--- config.mk ---
export PLATFORM = sky130hd
export DESIGN_NAME = torus_pipe
export DESIGN_NICKNAME = d
export VERILOG_FILES = /design/src/rtl/torus_pipe.sv
export SDC_FILE = /design/constraint.sdc
export NUM_CORES = 2
export LEC_CHECK = 0
export CAP_MARGIN = 20
export CORE_AREA = 2 2 758 760
export CTS_BUF_LIST = sky130_fd_sc_hd__clkbuf_8
export DETAILED_ROUTE_END_ITERATION = 8
export DIE_AREA = 0 0 760 762
export GPL_TIMING_DRIVEN = 0
export PLACE_DENSITY = 0.34
export SYNTH_ARGS = -nofsm -noshare
export SYNTH_HDL_FRONTEND = slang
export SYNTH_SLANG_ARGS = --single-unit
--- constraint.sdc ---
create_clock -name clk -period 7.4 [get_ports clk]
set_input_delay 1.85 -clock clk [delete_from_list [all_inputs] [get_ports clk]]
set_output_delay 1.85 -clock clk [all_outputs]
set_load 0.1 [all_outputs]
--- src/rtl/torus_pipe.sv ---
// 2-D torus link fabric: every directed router-to-router link is buffered by its
// own small FIFO with valid/ready on both sides and a per-link enable for power gating.
module torus_pipe #(
  parameter int H_SIZE     = 3,
  parameter int V_SIZE     = 2,
  parameter int DATA_WIDTH = 37,
  parameter int FIFO_DEPTH = 2
) (
  input  logic                                  clk,
  input  logic                                  rst_n,
  input  logic [H_SIZE*V_SIZE*4*DATA_WIDTH-1:0] tx_data,
  input  logic [H_SIZE*V_SIZE*4-1:0]            tx_valid,
  output logic [H_SIZE*V_SIZE*4-1:0]            tx_ready,
  output logic [H_SIZE*V_SIZE*4*DATA_WIDTH-1:0] rx_data,
  output logic [H_SIZE*V_SIZE*4-1:0]            rx_valid,
  input  logic [H_SIZE*V_SIZE*4-1:0]            rx_ready,
  input  logic [H_SIZE*V_SIZE*4-1:0]            link_en,
  output logic [H_SIZE*V_SIZE*4-1:0]            link_busy
);

  localparam int NODES_NUM = H_SIZE * V_SIZE;
  localparam int LINKS     = NODES_NUM * 4;
  localparam int PTR_W     = $clog2(FIFO_DEPTH);
  localparam int CNT_W     = $clog2(FIFO_DEPTH + 1);

  // Receiving slot (m*4+q) for the flit leaving node n on port p (east, south, west, north).
  function automatic int dst_link(input int l);
    int n, p, r, c, m, q;
    n = l / 4;
    p = l % 4;
    r = n / H_SIZE;
    c = n % H_SIZE;
    m = 0;
    q = 0;
    case (p)
      0: begin m = r * H_SIZE + (c + 1) % H_SIZE;          q = 2; end
      1: begin m = (n + H_SIZE) % NODES_NUM;               q = 3; end
      2: begin m = r * H_SIZE + (c + H_SIZE - 1) % H_SIZE; q = 0; end
      default: begin m = (n + NODES_NUM - H_SIZE) % NODES_NUM; q = 1; end
    endcase
    return m * 4 + q;
  endfunction

  for (genvar l = 0; l < LINKS; l++) begin : g_link
    localparam int DST = dst_link(l);

    logic [DATA_WIDTH-1:0] mem [FIFO_DEPTH];
    logic [PTR_W-1:0]      wr_ptr;
    logic [PTR_W-1:0]      rd_ptr;
    logic [CNT_W-1:0]      count;
    logic                  full;
    logic                  empty;
    logic                  push;
    logic                  pop;

    assign full  = (count == CNT_W'(FIFO_DEPTH));
    assign empty = (count == '0);

    // tx_ready depends only on stored count and link_en, never on rx_ready,
    // so a full buffer refuses a push even in a cycle where it drains.
    assign tx_ready[l]  = link_en[l] & ~full;
    assign push         = tx_valid[l] & tx_ready[l];
    assign pop          = ~empty & rx_ready[DST];
    assign link_busy[l] = ~empty;

    assign rx_valid[DST]                             = ~empty;
    assign rx_data[DST*DATA_WIDTH +: DATA_WIDTH]     = mem[rd_ptr];

    always_ff @(posedge clk) begin
      if (!rst_n) begin
        // NOTE: storage is cleared as well so rx_data reads zero after reset; this
        // makes the buffer flops rather than RAM, which is fine at these depths.
        for (int i = 0; i < FIFO_DEPTH; i++) mem[i] <= '0;
        wr_ptr <= '0;
        rd_ptr <= '0;
        count  <= '0;
      end else begin
        // NOTE: non-blocking throughout, so every test below sees the pre-edge state.
        if (push) begin
          mem[wr_ptr] <= tx_data[l*DATA_WIDTH +: DATA_WIDTH];
          wr_ptr      <= wr_ptr + 1'b1;
        end
        if (pop) rd_ptr <= rd_ptr + 1'b1;
        case ({push, pop})
          2'b10:   count <= count + 1'b1;
          2'b01:   count <= count - 1'b1;
          default: count <= count;
        endcase
      end
    end
  end

endmodule

**After elaboration in Yosys (flattened, before gate mapping)**

Memory sizes are Yosys's and may differ from the RTL's. A register that Yosys moved wholly into a read port is not among the register bits.
Cells that the tools add are included.

- Bits of input ports: 962
- Memories: 24
- Output and inout bits: 960
- Memory bits (writable): 1776
- Logic and storage cells: 673
- Register bits after elaboration: 96

- Add/sub/neg operators: 96
- Multiplexer cells: 217
- Reductions and logical operators: 72
- Equal/unequal tests: 72
- Bitwise gates (word level): 120

Memory list:

| name | depth | width | read ports | clocked after Yosys merged registers in | write ports | RTL line | RTL |
|---|---|---|---|---|---|---|---|
| g_link[0].mem | 2 | 37 | 1 | 1 | 2 | 47 | `logic [DATA_WIDTH-1:0] mem [FIFO_DEPTH];` |
| g_link[10].mem | 2 | 37 | 1 | 1 | 2 | 47 |  |
| g_link[11].mem | 2 | 37 | 1 | 1 | 2 | 47 |  |
| g_link[12].mem | 2 | 37 | 1 | 1 | 2 | 47 |  |
| g_link[13].mem | 2 | 37 | 1 | 1 | 2 | 47 |  |
| g_link[14].mem | 2 | 37 | 1 | 1 | 2 | 47 |  |
| +18 memories | n/a | n/a | n/a | n/a | n/a | n/a |  |

Operators with widths:

| operator | number |
|---|---|
| 37-bit two-way mux | 24 |
| 37-bit OR reduction | 24 |
| 1-bit two-way mux | 169 |
| 2-bit equality test, second input constant | 48 |
| 2-bit one-hot mux with 2 select lines | 24 |
| 1-bit AND | 72 |
| 1-bit adder, second input constant | 48 |
| 2-bit by 1-bit adder with 2-bit output, second input constant | 24 |
| 2-bit by 1-bit equality test with 1-bit output, second input constant | 24 |
| 2-bit zero test | 24 |
| 1-bit inverter | 48 |
| 2-bit nonzero test | 24 |
| 2-bit by 1-bit subtractor with 2-bit output, second input constant | 24 |

**Longest topological paths before layout**

- Depth in word-level cells: 9
- Gate-level depth with buffers: 6
- Gate-level depth less buffers: 6

**Worst setup path before layout**

Ideal clock, no wire load.

- Path type: input port to flip-flop
- Start point: input port rst_n
- End point: memory g_link[0].mem[1][0], enable pin
- Cell stages on the path: 4
- Buffers on the path: 2
- Required time: 6917 ps
- Slack: 2053 ps
- Data arrival time: 4864 ps
- Library setup time: 483 ps
- Cell sequence: buf_6 buf_12 nand2_4 o21ai_0

RTL lines:

| item | RTL line | RTL |
|---|---|---|
| from (decl) | 10 | `input logic rst_n,` |
| to (decl) | 47 |  |

==> flow_metrics.py <==
metrics = {
    "layout": {
        "final_common_cell": "clkdlybuf4s50_1",
        "stdcell_count": 16000,
        "fillers": 60600,
        "nets": 8972,
        "drive_gt1_share_pct": 24.2,
        "multiInputGateArea_um2": 26100,
        "syn_to_final_growth_pct": 51.0,
        "seq_area_um2": 55700,
        "utilization_pct": 22.0,
        "layout_common_cells": "1902 x clkdlybuf4s50_1, 1822 x and2_1, 1776 x edfxtp_1, 888 x mux2_2, 400 x clkbuf_8",
    },
    "timing": {
        "worstMarginPinSlew_ns": 1.21,
        "timing.hold.ws_ns": 0.517,
        "finalMaxSlewViolations": 0,
        "setup_violations": 0,
        "period_needed_ns": 6.44,
        "maxClockFrequency_mhz": 155,
        "hold_viol_final": 0,
        "clock_skew_ns": 0.167,
        "rsz0062_at_grt": "false",
        "max_slew_margin_pct": 19.1,
        "final.period_utilization_pct": 87.0,
        "setup_tns_ns": 0,
    },
    "floorplan": {
        "dieArea_um2": 579000,
        "start_util_pct": 14.6,
        "ioPinCount": 1922,
        "dieWidth_um": 760,
        "coreArea_um2": 571000,
        "die_height_um": 762,
        "core.rowCount": 278,
    },
    "drt": {
        "firstDrtPassIters": 5,
        "routed_wl_um": 485000,
        "drc": 0,
        "viasPerCell": 3.56,
        "wire_per_inst_um": 30.4,
        "drt_iter0_markers": 3467,
        "vias": 56800,
        "final_antenna_net_count": 0,
    },
    "global_route": {
        "track_usage_pct": 16.2,
        "grt_pass1_vias": 59100,
        "antenna_found_initial": 402,
        "grt_max_degree": 25,
        "grt_first_pass_wirelength_um": 615000,
        "grt_overflow": 0,
    },
    "power_and_ir_drop": {
        "leakage_nw": 45.8,
        "p_per_area_nw_per_um2": 374,
        "peakVddDrop_mv": 0.363,
        "finalPower_mw": 46.9,
        "internal-power_mw": 24.6,
        "switching_share_pct": 47.5,
        "pwr-share-seq_pct": 28.1,
        "combinationalPowerShare_pct": 49.3,
        "p_sw_mw": 22.3,
        "clkPwrFrac_pct": 22.6,
    },
    "clock_network": {
        "cts_setup_buffers": 0,
        "clk_pin_slew_worst_paths_ns": 0.06,
        "clk_latency_ns": 1.21,
        "clock-root-buffer": "clkbuf_8",
        "h-tree-depth": 5,
        "numCtsBuffers": 386,
        "cts_sinks": 1896,
        "cts.repair.resized": 0,
        "clock_path_buffers": 4,
        "cts_hold_buf": 0,
        "cts_tree": "built",
    },
    "run": {
        "drv_cap": 0,
    },
    "critical_path": {
        "critical-path-top-delay-family": "buffers and inverters",
        "cp-end-kind": "output pin",
        "cp_num_buf_inv": 3,
        "critical_path_class": "flop to output pin",
        "cpMaxStageDelayCell": "clkdlybuf4s50_1",
        "worstPathArrival_ns": 4.59,
        "start_kind": "flop",
        "slowest_delay_ns": 1.26,
        "path_max_fanout": 10,
        "worstPathRequired_ns": 5.55,
        "crit_chain": "clkbuf_2, buf_2, mux2_2, clkdlybuf4s50_1",
    },
    "yosys": {
        "yosys_warnings": 0,
        "synth_edf_count": 1776,
        "yosysTopAreaCellShare_pct": 64.1,
        "synthTopCellsByArea": "edfxtp_1 64%, and2_1 14%, mux2_2 12%, dfxtp_1 2.9%, nor3_4 0.90%",
        "synth_seq_cells": 1896,
        "synth.distinct_cells": 28,
        "ys_seq_area_share_pct": 67.0,
        "synth-async-reset-ratio_pct": 0,
        "synth_ff_type": "edfxtp_1",
        "yosys.area.top_type": "edfxtp_1",
        "synth_nets": 6408,
        "syn_area_per_cell_um2": 15.3,
        "syn_area_um2": 83100,
        "synthCells": 5422,
    },
    "worst_hold_path": {
        "hp-class": "flop to flop",
    },
    "place": {
        "dp_cells": 15200,
        "place.gp.congestion": 0.898,
        "numPortBuffers": 1920,
        "hpwl_um": 398000,
    },
    "status": {
        "outcome": "complete, no violations",
    },
}
tightest hold or removal path: cells and delay by family, from the launching register on:
kind	cells	cell delay, ns
simple gates	1	0.10
xor+xnor	1	0.09
flops	1	0.32
Yosys cell counts, types with 2 or more instances:
| library cell | instances |
|---|---|
| nand2_4 | 20 |
| mux2_2 | 888 |
| xnor2_1 | 72 |
| dfxtp_1 | 120 |
| nor2b_1 | 72 |
| o21ai_0 | 72 |
| or2_2 | 24 |
| buf_6 | 62 |
| nand2_1 | 27 |
| or3_1 | 24 |
| buf_4 | 24 |
| buf_2 | 130 |
| edfxtp_1 | 1776 |
| clkbuf_2 | 14 |
| nor3_4 | 46 |
| nor3_1 | 2 |
| nand2b_1 | 48 |
| ha_1 | 24 |
| clkbuf_1 | 53 |
| buf_12 | 2 |
| nor3_2 | 2 |
| o21a_1 | 24 |
| a21boi_0 | 24 |
| and2_1 | 1822 |
| mux2i_1 | 24 |
| nand3_1 | 24 |
kinds of logic (layout without fill, tap and decap cells):
| group | count (synthesis) | count (layout) | share of synthesized area, % |
|---|---|---|---|
| and+or+nand+nor | 2112 | 2112 | 16.5 |
| buffers and inverters | 286 | 3161 | 2.22 |
| DFF | 1896 | 1896 | 67.0 |
| muxes | 912 | 912 | 12.3 |
| other | 0 | 96 | 0 |
| xor gates and xnor gates | 72 | 72 | 0.758 |
| AOI/OAI and AO/OA | 120 | 120 | 0.867 |
| adders and majority gates | 24 | 24 | 0.361 |
layer usage:
layer | wire length, µm | GRT usage [%] | vias up
li1 | - | - | 24600
met1 | 177000 | 17.2 | 28300
met5 | 1580 | 0 | -
met3 | 58100 | 8.59 | 1023
met4 | 13600 | 3.77 | 248
met2 | 236000 | 28.1 | 2551
worst paths after layout:
path	start	end	slack (ns)	depth (start not counted)
worst min register to register	g_link[4].rd_ptr$_SDFFE_PN0P_	flop	0.52	2
worst max register to register	g_link[20].count[0]$_SDFFE_PN0P_	g_link[20].mem[0][27]$_SDFFCE_PN0P_	4.92	4
worst min-delay path	g_link[4].rd_ptr$_SDFFE_PN0P_	flop	0.52	2
worst max-delay path	flop	rx_data[528]	0.96	4
sequential cells by signal, indices dropped and copies added (netlist names), named ones only:
register / flops
g_link.rd_ptr: 24
g_link.mem: 1776
g_link.wr_ptr: 24
g_link.count: 48
power groups by stage:
stage / Clock, mW / Sequential (mW) / Combinational, mW
floorplan: 0 / 13.4 / 14.9
finish: 10.6 / 13.2 / 23.1
global placement: 0 / 13.5 / 21.9
CTS: 11.1 / 13.2 / 23.5
global route: 11.4 / 13.3 / 23.8
detailed placement: 0 / 13.4 / 23.4
area by class of cell:
| type | instances | area share [%] |
|---|---|---|
| clock inverter | 299 | 1.31 |
| inverter | 1 | 0.00299 |
| clock buffer | 400 | 4.39 |
| multi-input combinational | 3240 | 20.8 |
| buffer | 285 | 1.50 |
| sequential | 1896 | 44.4 |
| tap | 7560 | 7.54 |
| timing repair buffer | 2176 | 19.9 |
| antenna | 96 | 0.191 |
stage by stage:
step                      setup WS, ns  cell area [µm²]
after floorplan                   2.05            83100
after global placement           -7.25           112000
after detailed placement          1.36           118000
after CTS                        0.558           125000
after global routing             0.643           125000
final                            0.963           126000
(Power assumes the default switching activity.)
